`src/rtl/sevga_pkg.sv`:
```
// Shared SE-VGA video-path types and limits.
package sevga_pkg;

   typedef enum logic {SER_IDLE, SER_SHIFT} ser_state_t;

   localparam int unsigned SER_MAX_WIDTH = 32;

endpackage

```
`src/rtl/piso_hold_reg.sv`:
```
// One-entry valid/ready holding register; drain empties it when the shifter loads.
module piso_hold_reg #(
   parameter int unsigned WIDTH = 8
) (
   input  logic             clk,
   input  logic             nReset,
   input  logic [WIDTH-1:0] inData,
   input  logic             inValid,
   output logic             inReady,
   input  logic             drain,
   output logic             holdFull,
   output logic [WIDTH-1:0] holdData
);

   logic accept;

   // No accept while full, even on the draining cycle: one ready bubble per word.
   assign inReady = !holdFull;
   assign accept  = inValid && !holdFull;

   always_ff @(posedge clk or negedge nReset) begin
      if (!nReset) begin
         holdFull <= 1'b0;
         holdData <= '0;
      end else if (accept) begin
         holdFull <= 1'b1;
         holdData <= inData;
      end else if (drain) begin
         holdFull <= 1'b0;
      end
   end

endmodule

```
`src/rtl/piso_serializer.sv`:
```
// Double-buffered PISO pixel serializer for the SE-VGA output path.
// Optional macro PISO_PIXEL_REPEAT_EN: each bit held for two shiftEn strobes.
module piso_serializer
   import sevga_pkg::*;
#(
   parameter int unsigned WIDTH      = 8,
   parameter bit          MSB_FIRST  = 1'b1,
   parameter bit          IDLE_LEVEL = 1'b0
) (
   input  logic             clk,
   input  logic             nReset,
   input  logic             shiftEn,
   input  logic [WIDTH-1:0] inData,
   input  logic             inValid,
   output logic             inReady,
   output logic             out,
   output logic             outValid,
   output logic             wordStart,
   output logic             underrun
);

   localparam int unsigned      CNT_W    = $clog2(WIDTH);
   localparam logic [CNT_W-1:0] CNT_LAST = CNT_W'(WIDTH - 1);

   ser_state_t       state, stateNext;
   logic [CNT_W-1:0] cnt, cntNext;
   logic [WIDTH-1:0] shreg, shregNext;
   logic             underrunNext;
   logic             holdFull, drain, load, step;
   logic [WIDTH-1:0] holdData;
`ifdef PISO_PIXEL_REPEAT_EN
   logic             phase, phaseNext;
`endif

   piso_hold_reg #(.WIDTH(WIDTH)) u_hold (
      .clk      (clk),
      .nReset   (nReset),
      .inData   (inData),
      .inValid  (inValid),
      .inReady  (inReady),
      .drain    (drain),
      .holdFull (holdFull),
      .holdData (holdData)
   );

   always_ff @(posedge clk or negedge nReset) begin
      if (!nReset) begin
         state    <= SER_IDLE;
         cnt      <= '0;
         shreg    <= '0;
         underrun <= 1'b0;
`ifdef PISO_PIXEL_REPEAT_EN
         phase    <= 1'b0;
`endif
      end else begin
         state    <= stateNext;
         cnt      <= cntNext;
         shreg    <= shregNext;
         underrun <= underrunNext;
`ifdef PISO_PIXEL_REPEAT_EN
         phase    <= phaseNext;
`endif
      end
   end

   always_comb begin
      stateNext    = state;
      cntNext      = cnt;
      shregNext    = shreg;
      underrunNext = 1'b0;
      load         = 1'b0;
`ifdef PISO_PIXEL_REPEAT_EN
      phaseNext    = phase;
      // Bit completes only on the second strobe of its pair.
      step         = shiftEn && phase;
`else
      step         = shiftEn;
`endif

      case (state)
         SER_IDLE: begin
            if (holdFull) load = 1'b1;
         end
         SER_SHIFT: begin
`ifdef PISO_PIXEL_REPEAT_EN
            if (shiftEn) phaseNext = !phase;
`endif
            if (step) begin
               if (cnt == CNT_LAST) begin
                  if (holdFull) begin
                     load = 1'b1;
                  end else begin
                     stateNext    = SER_IDLE;
                     underrunNext = 1'b1;
                  end
               end else begin
                  cntNext   = cnt + CNT_W'(1);
                  shregNext = MSB_FIRST ? (shreg << 1) : (shreg >> 1);
               end
            end
         end
         default: stateNext = SER_IDLE;
      endcase

      if (load) begin
         stateNext = SER_SHIFT;
         cntNext   = '0;
         shregNext = holdData;
`ifdef PISO_PIXEL_REPEAT_EN
         phaseNext = 1'b0;
`endif
      end
      drain = load;
   end

   assign outValid  = (state == SER_SHIFT);
   assign wordStart = (state == SER_SHIFT) && (cnt == '0);
   assign out       = (state == SER_SHIFT) ? (MSB_FIRST ? shreg[WIDTH-1] : shreg[0])
                                           : IDLE_LEVEL;

endmodule
```
`config.mk`:
```
export PLATFORM = sky130hd
export DESIGN_NAME = piso_serializer
export DESIGN_NICKNAME = d
export VERILOG_FILES = /design/src/rtl/sevga_pkg.sv /design/src/rtl/piso_hold_reg.sv /design/src/rtl/piso_serializer.sv
export SDC_FILE = /design/constraint.sdc
export NUM_CORES = 1
export LEC_CHECK = 0
export BUFFER_PORTS_ARGS = -buffer_cell sky130_fd_sc_hd__buf_2
export CAP_MARGIN = 10
export CORE_MARGIN = 3
export CORE_UTILIZATION = 45
export CTS_CLUSTER_SIZE = 8
export DETAILED_ROUTE_END_ITERATION = 12
export PLACE_DENSITY_LB_ADDON = 0.08
export SYNTH_ARGS = -nofsm -noshare
export SYNTH_HDL_FRONTEND = slang
export SYNTH_SLANG_ARGS = --single-unit
```
`constraint.sdc`:
```
create_clock -name clk -period 1.9 [get_ports clk]
set_input_delay 0.475 -clock clk [delete_from_list [all_inputs] [get_ports clk]]
set_output_delay 0.475 -clock clk [all_outputs]
set_load 0.05 [all_outputs]
```
# == Yosys cells after proc, flatten, opt, wreduce, memory -nomap -nowiden ==
# Cells that the tools add are included.
# classes
add_sub_neg,1
muxes,23
reduce_logical,8
bitwise_logic,1
n_eq_ne,2
# ops
op,count
8-bit 2-to-1 mux,4
1-bit 2-to-1 mux,14
3-bit 2-to-1 mux,4
2-bit nonzero test,3
3-bit by 1-bit adder with 3-bit output (second input constant),1
3-bit equality test (second input constant),1
3-bit logical NOT,1
3-bit AND reduction,1
1-bit logical AND,2
2-bit != test (second input constant),1
1-bit one-hot mux with 2 select lines,1
1-bit logical NOT,1
1-bit NOT,1
# word_totals
wordCells,41
reg_bits,22
inputBits,12

# == Longest topological paths before layout ==
# Gate-level depths: netlist of run 1.
# logic_depth
depth_word,6
depth_mapped,6
ltp_nobuf,5

# == By module ==
# From an unflattened synthesis of run 1, not the netlist that was laid out.
# unflattened
hier_cells,73
area_unflattened_um2,998.5
# by_module_without_submodules
module,instances,area_per_inst_um2,cells_per_inst
piso_serializer,1,624.3,52
piso_hold_reg,1,374.1,21

# == Worst setup path before layout of run 1 ==
# OpenSTA, ideal clock, no wires.
# synth_timing
path_type,flip-flop to output port
from,register state (netlist: outValid)
to,output out
required_ns,1.425
stages_incl_launch_ff,3
path_buffers,0
slack_ns,-0.102
arrival_time_ns,1.527
path_cell_list,dfrtp_1 -> inv_1 -> nor2_1
# synth_via
elab_chain_cells,1
# synth_lines
item,line_no,text
from (decl),piso_serializer.sv:25,"ser_state_t state, stateNext;"
from (signal assigned),piso_serializer.sv:56,state <= stateNext;
1-bit 2-to-1 mux,piso_serializer.sv:118,assign out = (state == SER_SHIFT) ? (MSB_FIRST ? shreg[WIDTH-1] : shreg[0])
to (decl),piso_serializer.sv:16,"output logic out,"
# No other way between the ends.

# == Worst setup path after layout of run 1 ==
# layout_timing
from,register cnt[0]
to,output wordStart
# layout_via
elab_chain_cells,2
# layout_lines
item,line_no,text
from (decl),piso_serializer.sv:26,"logic [CNT_W-1:0] cnt, cntNext;"
from (signal assigned),piso_serializer.sv:57,cnt <= cntNext;
3-bit logical NOT,piso_serializer.sv:117,assign wordStart = (state == SER_SHIFT) && (cnt == '0);
1-bit logical AND,piso_serializer.sv:117,
to (decl),piso_serializer.sv:18,"output logic wordStart,"
# No other way between the ends.

==> results of run 1 <==
-- worst max-delay path, stage by stage (launching register included) --
cell and delay (ns):
dfrtp_1 0.40, inv_1 0.10, ha_1 0.15, nand2_1 0.05, nor2_1 0.07, buf_2 0.26
-- routing by layer --
layer | routed length (um) | track usage (%)
met4 | 0 | 4.68
met5 | 0 | 0
met2 | 814 | 23.0
met3 | 106 | 5.54
met1 | 755 | 16.8
-- where the power goes --
part | internal (W) | switching, W
Sequential | 0.000659 | 0.0000884
Combinational | 0.000243 | 0.000402
Clock | 0.000117 | 0.000140
-- placed cells by master (no fill, tap or decap) --
| cell | count |
|---|---|
| inv_1 | 18 |
| clkbuf_4 | 3 |
| a221oi_2 | 5 |
| o21ai_0 | 8 |
| a21boi_2 | 1 |
| and4_2 | 1 |
| nor2b_2 | 1 |
| nor2_1 | 13 |
| nor2_2 | 2 |
| ha_1 | 3 |
| or2_2 | 1 |
| xnor2_1 | 1 |
| a221oi_1 | 2 |
| buf_2 | 16 |
| buf_4 | 1 |
| mux2i_1 | 3 |
| clkbuf_8 | 1 |
| inv_2 | 1 |
| o22ai_4 | 1 |
| dfrtp_1 | 22 |
| nand3b_1 | 1 |
| and2b_2 | 1 |
| nand2_1 | 10 |
-- through the flow --
stage          setup slack, ns  instances  utilization, %  area [sq um]
2_1_floorplan          0.00274         98               -          1030
3_3_place_gp             0.302        139            54.5          1120
3_5_place_dp             0.245        139            54.5          1120
4_1_cts                 0.0714        143            56.3          1160
5_1_grt                0.00962        143            56.3          1160
6_report                0.0968        143            56.3          1160
-- area by class of cell --
cell class                      count  share of cell area (%)
Multi-Input combinational cell     54                    32.8
Timing Repair Buffer               17                    7.55
Sequential cell                    22                    47.5
Tap cell                           27                    2.91
Inverter                           19                    6.15
Clock buffer                        4                    3.13
-- sequential cells by signal, summed over array words and instances (netlist names) --
signal,cells
underrun,1
cnt,3
shreg,8
u_hold.holdFull,1
u_hold.holdData,8
outValid,1
-- logic make-up (layout without fill, tap and decap cells) --
| kind of cell | Yosys count | after routing | synth area share (%) |
|---|---|---|---|
| xor+xnor | 1 | 1 | 0.856 |
| mux | 3 | 3 | 2.93 |
| compound gates | 17 | 17 | 16.0 |
| buf+inv | 22 | 40 | 9.29 |
| flops | 22 | 22 | 53.8 |
| fa+ha+maj | 3 | 3 | 3.67 |
| simple gates | 30 | 30 | 13.4 |
-- final timing paths --
| check | endpoint | slack, ns | from | depth (start not counted) |
|---|---|---|---|---|
| setup / recovery | wordStart | 0.1 | cnt[0] | 5 |
| setup reg to reg | shreg[1] | 0.25 | cnt[1] | 5 |
| min in group clk | u_hold.holdData[5] | 0.36 | inData[5] | 3 |
| hold / removal | u_hold.holdData[5] | 0.11 | nReset | 1 |
| hold reg to reg | shreg[0] | 0.54 | shreg[0] | 2 |
| max in group asynchronous | cnt[1] | 1.45 | nReset | 1 |
==> results.tsv, run 1 <==
stage	metric	value	unit
yosys	synth_nets	113	
setup_path	cp_data_arrival_time	1.33	ns
sta	skew	0.00687	ns
yosys	yosysTopAreaCell	dfrtp_1	
drt	route.detailed.drc	0	
sta	slew_violations	0	
min_path	hp-class	in2async	
floorplanning	die_area	2880	sq um
pwr	power	0.00165	W
sta	fin_crit_sh	94.9	%
run_status	status	finished clean	
drt	detail_route.wl_per_cell	11.7	um
setup_path	critPathRequiredTime	1.42	ns
layout	multi_input_area	380	sq um
drt	drtIter0Drc	7	
drt	vias_per_cell	4.73	
yosys	ys_seq_area_share	53.8	%
floorplanning	core	2060	sq um
clock_network	clock_path_buffers	2	
placement	place.gp.congestion	0.688	
layout	layout-drive-gt1-share	30.2	%
yosys	synth.area.top_cells	dfrtp_1 54%, a221oi_2 7.3%, inv_1 6.6%, nor2_1 5.1%, o21ai_0 3.9%	
yosys	ys_ff_latch	22	
clock_network	h-tree-depth	1	
sta	slew_headroom	57.3	%
placement	dp_hpwl	1230	um
setup_path	end_kind	output pin	
sta	whs	0.106	ns
pwr	ir_drop	667	uV
layout	register_area	551	sq um
yosys	ys_types	22	
drt	vias	676	
floorplanning	initial_core_util	49.6	%
drt	dr.pass1.iters	2	
placement	io_buffers	16	
layout	n_fill_cell	189	
global_routing	antenna_found_initial	0	
flow_run	drv_cap	0	
yosys	synth_edf_count	0	
clock_network	numCtsBuffers	3	
yosys	yosysWarnings	0	
yosys	syn_inst	98	
pwr	power.density	1420	nW/um^2
yosys	async_flop_share	100	%
global_routing	grt_pass1_vias	655	
clock_network	clk_pin_slew	0.12	ns
layout	synthToLayoutAreaGrowth	13.3	%
clock_network	clock-root-buffer	clkbuf_4	
sta	finalCriticalPeriod	1.80	ns
yosys	syn_area	1020	sq um
yosys	yosysTopAreaCellShare	53.8	%
sta	final_hold_viol_count	0	
layout	n_antenna_cell	0	
floorplanning	pin_count	17	
drt	wl	1680	um
clock_network	postCtsSetupRepairBufs	0	
setup_path	path_class	reg2out	
sta	finalSetupViolCount	0	
global_routing	grt_max_degree	23	
sta	tightest_slew	0.639	ns
clock_network	clk_latency	0.31	ns
sta	rsz0062_at_grt	no	
setup_path	cp_max_fo	2	
global_routing	track_usage	14.1	%
drt	drtAntennaViolNets	0	
yosys	ys_top_cells_by_count	22 x dfrtp_1, 18 x inv_1, 14 x nor2_1, 10 x nand2_1, 8 x o21ai_0	
floorplanning	die_h	53.7	um
layout	final_net_count	132	
pwr	p_leak	0.588	nW
clock_network	cts_sinks	22	
yosys	synth_most_common_cell	dfrtp_1	
global_routing	grt_pass1_wl	2890	um
sta	setup_tns	0	ns
setup_path	critPathLaunchType	register	
sta	max_freq	555	MHz
yosys	synthFlopType	dfrtp_1	
global_routing	overflow	0	
clock_network	ctsHoldBuffers	0	
floorplanning	rows	16	
yosys	avgSynthCellArea	10.4	sq um
clock_network	cts.repair.resized	0	
clock_network	tritoncts	done	
floorplanning	die_w	53.7	um
Power figures use the tool's default switching activity.
==> run 2: changes to the inputs <==
--- a/config.mk
+++ b/config.mk
@@ -11,6 +11,7 @@
 export CORE_UTILIZATION = 45
 export CTS_CLUSTER_SIZE = 8
 export DETAILED_ROUTE_END_ITERATION = 12
+export MAX_ROUTING_LAYER = met4
 export PLACE_DENSITY_LB_ADDON = 0.08
 export SYNTH_ARGS = -nofsm -noshare
 export SYNTH_HDL_FRONTEND = slang
==> run 2 against run 1 <==
- register-to-register slack hardly changed
- final cell count stayed put
- critical path depth stayed put
- design area stayed put
- utilization stayed put
- routed wire length is 0.42% lower
- die area stayed put
- first-iteration DRC count stayed put
- hold slack worse by 0.0015 ns
- flip-flop and latch count stayed put
==> results.tsv, run 2 (same netlist as run 1, synthesis figures left out) <==
stage	metric	value	unit	change
run_status	status	finished clean		unchanged
placement	dp_hpwl	1230	um	unchanged
pwr	power	0.00165	W	about the same
drt	vias	682		was 676
setup_path	cp_cell_sequence	inv_1, ha_1, nand2_1, nor2_1, buf_2		unchanged
sta	tightest_slew	0.637	ns	was 0.639 ns
layout	layout-drive-gt1-share	30.2	%	unchanged
setup_path	end_kind	output pin		unchanged
drt	drtIter0Drc	7		unchanged
clock_network	tritoncts	done		unchanged
clock_network	numCtsBuffers	3		unchanged
setup_path	critPathRequiredTime	1.42	ns	about the same
layout	final_net_count	132		unchanged
clock_network	clock_path_buffers	2		unchanged
clock_network	cts.repair.resized	0		unchanged
clock_network	clk_pin_slew	0.12	ns	about the same
floorplanning	pin_count	17		unchanged
floorplanning	core	2060	sq um	unchanged
sta	slew_headroom	57.5	%	was 57.3%
pwr	p_leak	0.588	nW	unchanged
layout	fin_util	56.3	%	unchanged
drt	wl	1670	um	was 1680 um
setup_path	cpPeakStageDelay	0.40	ns	about the same
clock_network	clk_latency	0.31	ns	about the same
placement	place.gp.congestion	0.695		was 0.688
setup_path	critPathLaunchType	register		unchanged
drt	drtAntennaViolNets	0		unchanged
global_routing	overflow	0		unchanged
global_routing	grt_max_degree	23		unchanged
setup_path	path_class	reg2out		unchanged
pwr	power.density	1420	nW/um^2	about the same
min_path	hp-class	in2async		unchanged
global_routing	grt_pass1_vias	651		was 655
clock_network	ctsHoldBuffers	0		unchanged
pwr	ir_drop	667	uV	about the same
sta	finalSetupViolCount	0		unchanged
layout	reg_top3	shreg: 8 flops, u_hold.holdData: 8 flops, cnt: 3 flops		unchanged
placement	io_buffers	16		unchanged
setup_path	slowest_stage	dfrtp_1		unchanged
drt	route.detailed.drc	0		unchanged
floorplanning	rows	16		unchanged
floorplanning	die_w	53.7	um	unchanged
layout	n_antenna_cell	0		unchanged
drt	detail_route.wl_per_cell	11.7	um	about the same
sta	slew_violations	0		unchanged
sta	skew	0.00537	ns	was 0.00687 ns
layout	final_cell_area	1160	sq um	unchanged
layout	layout_common_cells	22 x dfrtp_1, 18 x inv_1, 16 x buf_2		unchanged
clock_network	clock-root-buffer	clkbuf_4		unchanged
setup_path	cp_data_arrival_time	1.33	ns	about the same
sta	whs	0.104	ns	was 0.106 ns
layout	synthToLayoutAreaGrowth	13.3	%	unchanged
clock_network	postCtsSetupRepairBufs	0		unchanged
sta	finalCriticalPeriod	1.81	ns	was 1.80 ns
global_routing	grt_pass1_wl	2900	um	was 2890 um
layout	final_common_cell	dfrtp_1		unchanged
floorplanning	die_h	53.7	um	unchanged
flow_run	drv_cap	0		unchanged
clock_network	cts_sinks	22		unchanged
sta	fin_crit_sh	95.1	%	was 94.9%
drt	vias_per_cell	4.77		was 4.73
sta	rsz0062_at_grt	no		unchanged
sta	setup_tns	0	ns	unchanged
floorplanning	die_area	2880	sq um	unchanged
setup_path	cp_max_fo	2		unchanged
clock_network	h-tree-depth	1		unchanged
global_routing	antenna_found_initial	0		unchanged
sta	max_freq	554	MHz	was 555 MHz
sta	final_hold_viol_count	0		unchanged
global_routing	track_usage	14.5	%	was 14.1%
drt	dr.pass1.iters	2		unchanged
floorplanning	initial_core_util	49.6	%	unchanged
placement	dpl-instance-area	1120	sq um	unchanged
## run 2: layout make-up
class	count	area, sq um
fillers	189	902
flip-flops and latches	22	551
multi-input cells	54	380
repair buffers	17	87.6
inverters	19	71.3
clock buffers	4	36.3
well taps	27	33.8
## run 2: path summary, 6_finish.rpt
kind                                         start                  to  slack (ns)  depth (start not counted)
max in group asynchronous                   nReset              cnt[1]        1.46                          1
worst max-delay path                        cnt[0]           wordStart        0.09                          5
worst min register to register  u_hold.holdData[0]            shreg[0]        0.54                          2
worst min-delay path                        nReset  u_hold.holdData[5]        0.10                          1
worst max register to register              cnt[1]            shreg[1]        0.26                          5
min in group clk                         inData[5]  u_hold.holdData[5]        0.36                          3
## run 2: worst max-delay path: cells and delay by family, from the launching register on
family                     cells  cell delay [ns]
DFF                            1             0.40
and+or+nand+nor                2             0.12
adders and majority gates      1             0.15
buffers and inverters          2             0.36
## run 2: where the power goes
part	internal (W)	leakage (nW)	switching (W)
registers	0.000659	0.257	0.0000880
logic	0.000243	0.310	0.000402
clock network	0.000117	0.0210	0.000141
total	0.00102	0.588	0.000631
## run 2: routing by layer
layer,GRT usage (%),up-vias,share of wire (%)
li1,-,349,-
met5,-,-,0
met4,4.68,0,0.54
met2,23.0,15,48
met1,16.8,316,45
met3,5.54,2,6.4
## run 2: per-stage QoR
stage / setup WS (ns) / cells
CTS: 0.0714 / 143
floorplan: 0.00274 / 98
global placement: 0.302 / 139
global route: 0.00962 / 143
detailed placement: 0.245 / 139
finish: 0.0939 / 143
